`src/rtl/ram_reader_pkg.sv`:
```
// ram_reader_pkg: state encoding and output-buffer depth shared by ram_burst_reader and its FIFO.
package ram_reader_pkg;
    typedef enum logic [1:0] {IDLE, READ, DRAIN} state_t;
    localparam int FIFO_DEPTH = 2;
endpackage

```
`src/rtl/ram_burst_reader_if.sv`:
```
// ram_burst_reader_if: command, RAM read port and beat-stream signals of ram_burst_reader.
// err exists only when RAM_READER_BOUNDS_EN is defined.
interface ram_burst_reader_if #(
    parameter int BITS = 8,
    parameter int N = 1024
);
    localparam int AW = $clog2(N);
    logic cmd_valid;
    logic cmd_ready;
    logic [AW-1:0] cmd_addr;
    logic [AW:0] cmd_len;
    logic [AW-1:0] read_addr;
    logic [BITS-1:0] read_data;
    logic out_valid;
    logic out_ready;
    logic [BITS-1:0] out_data;
    logic out_last;
    logic done;
    logic busy;
`ifdef RAM_READER_BOUNDS_EN
    logic err;
`endif
    modport master (
`ifdef RAM_READER_BOUNDS_EN
        input err,
`endif
        output cmd_valid, cmd_addr, cmd_len, read_data, out_ready,
        input cmd_ready, read_addr, out_valid, out_data, out_last, done, busy
    );
    modport slave (
`ifdef RAM_READER_BOUNDS_EN
        output err,
`endif
        input cmd_valid, cmd_addr, cmd_len, read_data, out_ready,
        output cmd_ready, read_addr, out_valid, out_data, out_last, done, busy
    );
endinterface

```
`src/rtl/ram_reader_fifo2.sv`:
```
// ram_reader_fifo2: 2-entry {last, data} FIFO with valid/ready on both sides.
module ram_reader_fifo2 import ram_reader_pkg::*; #(
    parameter int BITS = 8
) (
    input  logic            clk,
    input  logic            rst_n,
    input  logic            in_valid,
    output logic            in_ready,
    input  logic [BITS-1:0] in_data,
    input  logic            in_last,
    output logic            out_valid,
    input  logic            out_ready,
    output logic [BITS-1:0] out_data,
    output logic            out_last
);
    localparam int CW = $clog2(FIFO_DEPTH + 1);
    logic [BITS:0] mem [FIFO_DEPTH];
    logic wr_ptr, rd_ptr;
    logic [CW-1:0] count;
    logic wr, rd;
    assign in_ready = count != CW'(FIFO_DEPTH);
    assign out_valid = count != '0;
    assign {out_last, out_data} = mem[rd_ptr];
    assign wr = in_valid && in_ready;
    assign rd = out_valid && out_ready;
    always_ff @(posedge clk or negedge rst_n) begin
        if (!rst_n) begin
            mem <= '{default: '0};
            wr_ptr <= 1'b0;
            rd_ptr <= 1'b0;
            count <= '0;
        end else begin
            if (wr) mem[wr_ptr] <= {in_last, in_data};
            wr_ptr <= wr_ptr ^ wr;
            rd_ptr <= rd_ptr ^ rd;
            count <= count + CW'(wr) - CW'(rd);
        end
    end
endmodule

```
`src/rtl/ram_burst_reader.sv`:
```
// ram_burst_reader: streams cmd_len words from a 1-cycle-latency synchronous RAM starting at cmd_addr.
// Define RAM_READER_BOUNDS_EN to reject bursts running past N (err pulse) instead of wrapping.
module ram_burst_reader import ram_reader_pkg::*; #(
    parameter int BITS = 8,
    parameter int N = 1024
) (
    input logic clk,
    input logic rst_n,
    ram_burst_reader_if.slave bus
);
    localparam int AW = $clog2(N);
    localparam int LW = AW + 1;
    localparam int SW = AW + 2;
    state_t state, state_n;
    logic [AW-1:0] addr;
    logic [AW:0] remaining;
    logic inflight, inflight_last, done_q;
    logic accept, start, oob, issue, last_issue, pop, fifo_in_ready;
    logic [2:0] occ;
    assign bus.cmd_ready = state == IDLE;
    assign bus.busy = state != IDLE;
    assign bus.read_addr = addr;
    assign accept = bus.cmd_valid && bus.cmd_ready;
    assign start = accept && bus.cmd_len != '0 && !oob;
    assign pop = bus.out_valid && bus.out_ready;
    // a beat leaving this cycle frees its slot for the read issued now
    assign occ = (!fifo_in_ready ? 3'd2 : 3'(bus.out_valid)) + 3'(inflight) - 3'(pop);
    assign issue = state == READ && occ < 3'(FIFO_DEPTH);
    assign last_issue = issue && remaining == LW'(1);
    assign bus.done = done_q || (state == DRAIN && pop && bus.out_last);
`ifdef RAM_READER_BOUNDS_EN
    logic err_q;
    assign oob = SW'(bus.cmd_addr) + SW'(bus.cmd_len) > SW'(N);
    assign bus.err = err_q;
    always_ff @(posedge clk or negedge rst_n) begin
        if (!rst_n) err_q <= 1'b0;
        else err_q <= accept && oob;
    end
`else
    assign oob = 1'b0;
`endif
    always_comb begin
        state_n = state;
        if (state == IDLE && start) state_n = READ;
        else if (state == READ && last_issue) state_n = DRAIN;
        else if (state == DRAIN && pop && bus.out_last) state_n = IDLE;
    end
    always_ff @(posedge clk or negedge rst_n) begin
        if (!rst_n) begin
            state <= IDLE;
            addr <= '0;
            remaining <= '0;
            inflight <= 1'b0;
            inflight_last <= 1'b0;
            done_q <= 1'b0;
        end else begin
            state <= state_n;
            if (start) begin
                addr <= bus.cmd_addr;
                remaining <= bus.cmd_len;
            end else if (issue) begin
                addr <= addr == AW'(N - 1) ? '0 : addr + AW'(1);
                remaining <= remaining - LW'(1);
            end
            inflight <= issue;
            inflight_last <= last_issue;
            done_q <= accept && (bus.cmd_len == '0 || oob);
        end
    end
    ram_reader_fifo2 #(.BITS(BITS)) u_fifo (
        .clk       (clk),
        .rst_n     (rst_n),
        .in_valid  (inflight),
        .in_ready  (fifo_in_ready),
        .in_data   (bus.read_data),
        .in_last   (inflight_last),
        .out_valid (bus.out_valid),
        .out_ready (bus.out_ready),
        .out_data  (bus.out_data),
        .out_last  (bus.out_last)
    );
endmodule

```
`src/flat_wrapper.sv`:
```
// flat-port wrapper written by rule: the top's interface ports become plain ports
module ram_burst_reader_flat import ram_reader_pkg::*;
#(
    parameter int BITS = 8,
    parameter int N = 1024
)
  (clk, rst_n, bus_cmd_valid, bus_cmd_addr, bus_cmd_len, bus_read_data, bus_out_ready, bus_cmd_ready, bus_read_addr, bus_out_valid, bus_out_data, bus_out_last, bus_done, bus_busy);
  ram_burst_reader_if #(.BITS(BITS), .N(N)) bus_i ();
  input logic clk;
  input logic rst_n;
  input wire logic [$bits(bus_i.cmd_valid)-1:0] bus_cmd_valid;
  input wire logic [$bits(bus_i.cmd_addr)-1:0] bus_cmd_addr;
  input wire logic [$bits(bus_i.cmd_len)-1:0] bus_cmd_len;
  input wire logic [$bits(bus_i.read_data)-1:0] bus_read_data;
  input wire logic [$bits(bus_i.out_ready)-1:0] bus_out_ready;
  output wire logic [$bits(bus_i.cmd_ready)-1:0] bus_cmd_ready;
  output wire logic [$bits(bus_i.read_addr)-1:0] bus_read_addr;
  output wire logic [$bits(bus_i.out_valid)-1:0] bus_out_valid;
  output wire logic [$bits(bus_i.out_data)-1:0] bus_out_data;
  output wire logic [$bits(bus_i.out_last)-1:0] bus_out_last;
  output wire logic [$bits(bus_i.done)-1:0] bus_done;
  output wire logic [$bits(bus_i.busy)-1:0] bus_busy;
  assign bus_i.cmd_valid = bus_cmd_valid;
  assign bus_i.cmd_addr = bus_cmd_addr;
  assign bus_i.cmd_len = bus_cmd_len;
  assign bus_i.read_data = bus_read_data;
  assign bus_i.out_ready = bus_out_ready;
  assign bus_cmd_ready = bus_i.cmd_ready;
  assign bus_read_addr = bus_i.read_addr;
  assign bus_out_valid = bus_i.out_valid;
  assign bus_out_data = bus_i.out_data;
  assign bus_out_last = bus_i.out_last;
  assign bus_done = bus_i.done;
  assign bus_busy = bus_i.busy;
  ram_burst_reader #(.BITS(BITS), .N(N)) u_core (.clk(clk), .rst_n(rst_n), .bus(bus_i));
endmodule
```
`config.mk`:
```
export PLATFORM = sky130hd
export DESIGN_NAME = ram_burst_reader_flat
export DESIGN_NICKNAME = d
export VERILOG_FILES = /design/src/rtl/ram_reader_pkg.sv /design/src/rtl/ram_burst_reader_if.sv /design/src/rtl/ram_reader_fifo2.sv /design/src/rtl/ram_burst_reader.sv /design/src/flat_wrapper.sv
export SDC_FILE = /design/constraint.sdc
export NUM_CORES = 1
export LEC_CHECK = 0
export ABC_AREA = 0
export CAP_MARGIN = 20
export CORE_UTILIZATION = 43
export CTS_BUF_LIST = sky130_fd_sc_hd__clkbuf_4
export DETAILED_ROUTE_END_ITERATION = 12
export DONT_BUFFER_PORTS = 1
export GPL_ROUTABILITY_DRIVEN = 0
export SLEW_MARGIN = 20
export SYNTH_ARGS = -nofsm -noshare
export SYNTH_HDL_FRONTEND = slang
export SYNTH_HIERARCHICAL = 1
export SYNTH_SLANG_ARGS = --single-unit
```
`constraint.sdc`:
```
create_clock -name clk -period 3.3 [get_ports clk]
set_input_delay 0.66 -clock clk [delete_from_list [all_inputs] [get_ports clk]]
set_output_delay 0.66 -clock clk [all_outputs]
set_load 0.05 [all_outputs]
```
; Word-level counts from Yosys, hierarchy flattened
; Cells that the tools add are included.
[word_totals]
reg_bits = 48
latchBits = 0
mem_bits_rw = 0
mem_bits_ro = 0
in_bits = 33
output_inout_bits = 23
word_cells = 65
mem_count = 0
[classes]
addsub = 6
n_mul = 0
n_div = 0
order_cmp = 4
n_eq_ne = 5
shifts = 0
muxes = 15
bitwise_logic = 4
reduce_logical = 20
[ops]
columns = cell, n
row1 = two-way mux 9 bit, 4
row2 = two-way mux 10 bit, 3
row3 = two-way mux 11 bit, 2
row4 = bitwise mux 18 bit, 1
row5 = logical AND 1 bit, 12
row6 = equality test 11 x 1 -> 1 bit (second input constant), 1
row7 = zero test 11 bit, 1
row8 = nonzero test 11 bit, 1
row9 = subtractor 11 x 1 -> 11 bit (second input constant), 1
row10 = adder 10 x 1 -> 10 bit (second input constant), 1
row11 = equality test 10 bit (second input constant), 1
row12 = demux 9 bit (select 1 bit), 1
row13 = two-way mux 2 bit, 4
row14 = nonzero test 2 bit, 3
row15 = greater-or-equal comparator 2 bit (second input constant), 2
row16 = inverter 1 -> 2 bit, 2
row17 = adder 3 x 1 -> 3 bit, 1
row18 = less-than comparator 3 x 2 -> 1 bit (second input constant), 1
row19 = nonzero test 3 bit, 1
row20 = subtractor 3 x 1 -> 3 bit, 1
row21 = adder 2 x 1 -> 2 bit, 1
row22 = equality test 2 x 1 -> 1 bit (second input constant), 1
row23 = equality test 2 bit (second input constant), 1
row24 = zero test 2 bit, 1
row25 = other kinds (5), 6

; Logic depth before layout (Yosys ltp)
[depth]
ltp_word = 10
ltp_mapped = 10
depth_no_buf = 10

; Cells and area by module
; The synthesis kept the hierarchy.
[modules_own_cells]
columns = module, n_inst, cells_per_inst, area_each_um2, seq_area_each_um2
row1 = ram_burst_reader, 1, 177, 1564.0, 650.6
row2 = ram_reader_fifo2, 1, 67, 1108.6, 550.5

; Least setup slack after synthesis
; Ideal clock, no wire load.
[synth_path]
path_kind = register -> register
from = register u_core.u_fifo.count[1]
to = register u_core.addr[9] (netlist: u_core/bus.read_addr[9])
setup_time_ps = 136
arrival_time_ps = 2980
required_ps = 3164
path_slack_ps = 185
path_stages_with_launch = 11
n_path_buf = 1
synth_period_minus_slack_ps = 3115
cell_sequence = dfrtp_1 > or2_1 > and2_1 > ha_1 > nor2b_1 > fa_1 > nor3b_4 > nand2_2 > buf_2 > o41ai_1 > a31oi_1
[synth_between]
elab_chain_cells = 7
elab_cells_between_ends = 9
cone_classes = 2 x add/sub / 1 x order compare / 1 x eq/ne / 1 x mux / 4 x reduce/logical
[synth_lines]
columns = item, line
row1 = from (decl), ram_reader_fifo2.sv:19  ; logic [CW-1:0] count;
row2 = from (signal assigned), ram_reader_fifo2.sv:36  ; count <= count + CW'(wr) - CW'(rd);
row3 = nonzero test 2 bit (*), ram_reader_fifo2.sv:22  ; assign out_valid = count != '0;
row4 = via bus_out_valid, flat_wrapper.sv:18  ; output wire logic [$bits(bus_i.out_valid)-1:0] bus_out_valid;
row5 = two-way mux 2 bit, ram_burst_reader.sv:27  ; assign occ = (!fifo_in_ready ? 3'd2 : 3'(bus.out_valid)) + 3'(inflight) - 3'(pop);
row6 = adder 3 x 1 -> 3 bit, ram_burst_reader.sv:27
row7 = subtractor 3 x 1 -> 3 bit (*), ram_burst_reader.sv:27
row8 = less-than comparator 3 x 2 -> 1 bit (*), ram_burst_reader.sv:28  ; assign issue = state == READ && occ < 3'(FIFO_DEPTH);
row9 = logical AND 1 bit (*), ram_burst_reader.sv:28
row10 = nonzero test 2 bit (no line) (*), n/a
row11 = to (signal assigned), ram_burst_reader.sv:59  ; addr <= bus.cmd_addr;
row12 = to (signal assigned), ram_burst_reader.sv:62  ; addr <= addr == AW'(N - 1) ? '0 : addr + AW'(1);
row13 = to (decl), ram_burst_reader.sv:15  ; logic [AW-1:0] addr;
; The timed path passes the listed nets; every way through them passes the cells marked *.
; A chain may end at the register's enable or synchronous reset.

; Worst setup path in the final report
[layout_path]
from = register u_core.u_fifo.count[1]
to = register u_core.addr[9] (netlist: u_core/bus.read_addr[9])
[layout_between]
elab_chain_cells = 7
elab_cells_between_ends = 9
cone_classes = 2 x add/sub / 1 x order compare / 1 x eq/ne / 1 x mux / 4 x reduce/logical
[layout_lines]
columns = item, line
row1 = != test 2 bit or nonzero test 2 bit (tied branches), "ram_reader_fifo2.sv:21, ram_reader_fifo2.sv:22"
row2 = two-way mux 2 bit, ram_burst_reader.sv:27
row3 = adder 3 x 1 -> 3 bit, ram_burst_reader.sv:27
row4 = subtractor 3 x 1 -> 3 bit (*), ram_burst_reader.sv:27
row5 = less-than comparator 3 x 2 -> 1 bit (*), ram_burst_reader.sv:28
row6 = logical AND 1 bit (*), ram_burst_reader.sv:28
row7 = nonzero test 2 bit (no line) (*), n/a
; Mark *: on every way between the ends. The rest lies on a longest branch, timed or not.

==> flow_summary.ini <==
[run_status]
outcome = completed

[drt]
wl_per_cell_um = 17.1
drt_first_iter_violations = 67
drc = 0
routed_via_density = 5.57
first_pass_iters = 4
drt.antenna.violating_nets = 0
vias = 1816
routed_wl_mm = 5.56

[timing]
slew_violations = 0
post-route-period-util_pct = 91.9
rsz0062_at_grt = no
max_freq_mhz = 330
skew_ps = 13.8
fin_crit_ps = 3030
relSlewSlack_pct = 58.3
tns_ps = 0
worst_pin_slew_ps = 620
setup_viol = 0
finalHoldViolations = 0

[critical_path]
arrival_ps = 3330
worstSetupStartpointType = flop
required_ps = 3600
worst-setup-path-type = flop to flop
startpoint = u_core/u_fifo/count[1]
cp_max_fo = 12
cp_num_buf_inv = 0
path_delay_family = simple AND/OR/NAND/NOR gates
critical-path-max-stage-delay_ps = 560
slowest_stage = or4_1
crit_chain = or2_1 -> and2_1 -> ha_1 -> nor2b_1 -> fa_1 -> nor3b_4 -> nand2_2 -> or4_1 -> a31oi_1
reg2reg_slack_ps = 270
reg2reg_from = u_core/u_fifo/count[1]
crit_path_end_kind = flop

[cts]
cts_resized = 0
cts.path.max_buffers = 2
path_clk_slew_ps = 150
cts_tree = done
cts-htree-levels = 2
clkLatencyLatePin_ps = 360
clkSinkCount = 48
postCtsSetupBuffers = 0
cts-hold-fix-buffers = 1
cts_made_buffers = 5
clockRootBuffer = clkbuf_4

[cells_and_area]
drive_gt1_share_pct = 20.3
syn_to_final_growth_pct = 6.27
fin_nets = 292
fillers = 564
n_antenna_cell = 0

[floorplanning]
rows = 28
die_width_um = 80.8
core_um2 = 5960
num_io_pins = 56
die_h_um = 80.8
die-area_um2 = 6530
initial_core_util_pct = 44.9

[synthesis]
synth.top_cells.by_count = dfrtp_1 (48), mux2_4 (27), nand2_1 (23), nor2_1 (14)
yosysMostFrequentCell = dfrtp_1
yosys_warnings = 6
synth.distinct_cells = 48
synth-seq-cells = 48
syn_area_um2 = 2670
syn_nets = 286
synth_top_area_share_pct = 44.9
synth_edf_count = 0
yosysTopAreaCell = dfrtp_1
async_flop_share_pct = 100
synth_area_leaders = dfrtp_1 (45%), mux2_4 (15%), ha_1 (3.7%)
yosys_most_used_dff = dfrtp_1
syn_inst = 244
syn_avg_cell_area_um2 = 11.0
seq_area_frac_synth_pct = 44.9

[grt]
grt_pass1_wl_mm = 9.23
grt_pass1_vias = 1897
grt_overflow = 0
track_usage_pct = 18.7
antenna_found_initial = 0
grt_max_degree = 49

[place]
numPortBuffers = 0
hpwl_mm = 3.96

[job]
drv_cap = 0

[hold_path]
hp-class = primary input to asynchronous set/reset pin
## registers in the layout, indices dropped and copies added (netlist names)
signal and cells:
u_core/u_fifo/rd_ptr 1, u_core/inflight 1, u_core/state 2, u_core/remaining 11
u_core/u_fifo/wr_ptr 1, u_core/bus.read_addr 10, u_core/u_fifo/count 2, u_core/done_q 1
u_core/inflight_last 1, u_core/u_fifo/mem 18
## worst register-to-register path: stages (launching register included)
cell and delay, ps:
dfrtp_1 440, or2_1 260, and2_1 200, ha_1 300, nor2b_1 140, fa_1 480, nor3b_4 220, nand2_2 190
or4_1 560, a31oi_1 170
## logic make-up (layout without fill, tap and decap cells)
family / count (synthesis) / in the layout / share of synthesized area, %
DFF: 48 / 48 / 44.9
xor gates and xnor gates: 14 / 14 / 4.59
AOI/OAI and AO/OA: 39 / 39 / 9.79
muxes: 27 / 27 / 15.2
buffers and inverters: 20 / 27 / 3.84
adders and majority gates: 9 / 9 / 4.49
and+or+nand+nor: 87 / 87 / 17.2
## final timing paths
path | cells after the start | to
min in group clk | 2 | u_core/bus.read_addr[4]
max in group asynchronous | 1 | u_core/u_fifo/rd_ptr
min reg2reg | 1 | u_core/u_fifo/mem[8]
min | 1 | u_core/inflight
max | 9 | u_core/bus.read_addr[9]
max reg2reg | 9 | u_core/bus.read_addr[9]
## layer usage
metal | GRT usage, % | wire [µm]
met2 | 29.1 | 2570
met4 | 6.96 | 48
met1 | 25.7 | 2600
met5 | 0 | 0
met3 | 3.82 | 341
## through the flow
| step | area [µm²] | worst slack (ps) | utilization (%) | hold slack, ps | std cells |
|---|---|---|---|---|---|
| finish | 2840 | 268 | 47.7 | 134 | 326 |
| global placement | 2760 | 364 | 46.3 | 366 | 317 |
| CTS | 2840 | 263 | 47.7 | 113 | 326 |
| floorplan | 2670 | 185 | - | 364 | 244 |
| global route | 2840 | 121 | 47.7 | 108 | 326 |
| detailed placement | 2760 | 313 | 46.3 | 366 | 317 |
## cell usage in the layout, fill, tap and decap left out, drive strengths merged, types with 9 or more instances in the layout
cell	synthesis	layout
a31oi	9	9
dfrtp	48	48
inv	10	11
mux2	27	27
nand2	24	24
nand4	10	10
nor2	14	14
o21ai	13	13
xor2	9	9
## final cells by class
cell class / count / area, µm² / share of cell area [%]
inverter: 11 / 41.3 / 1.45
clock buffer: 5 / 37.5 / 1.32
multi-input combinational: 176 / 1370 / 48.2
clock inverter: 3 / 17.5 / 0.617
tap: 75 / 93.8 / 3.30
sequential: 48 / 1200 / 42.3
timing repair buffer: 8 / 80.1 / 2.82
Power is not shown: default switching activity piles up to over one toggle a cycle in this logic, so the estimate is an artifact.
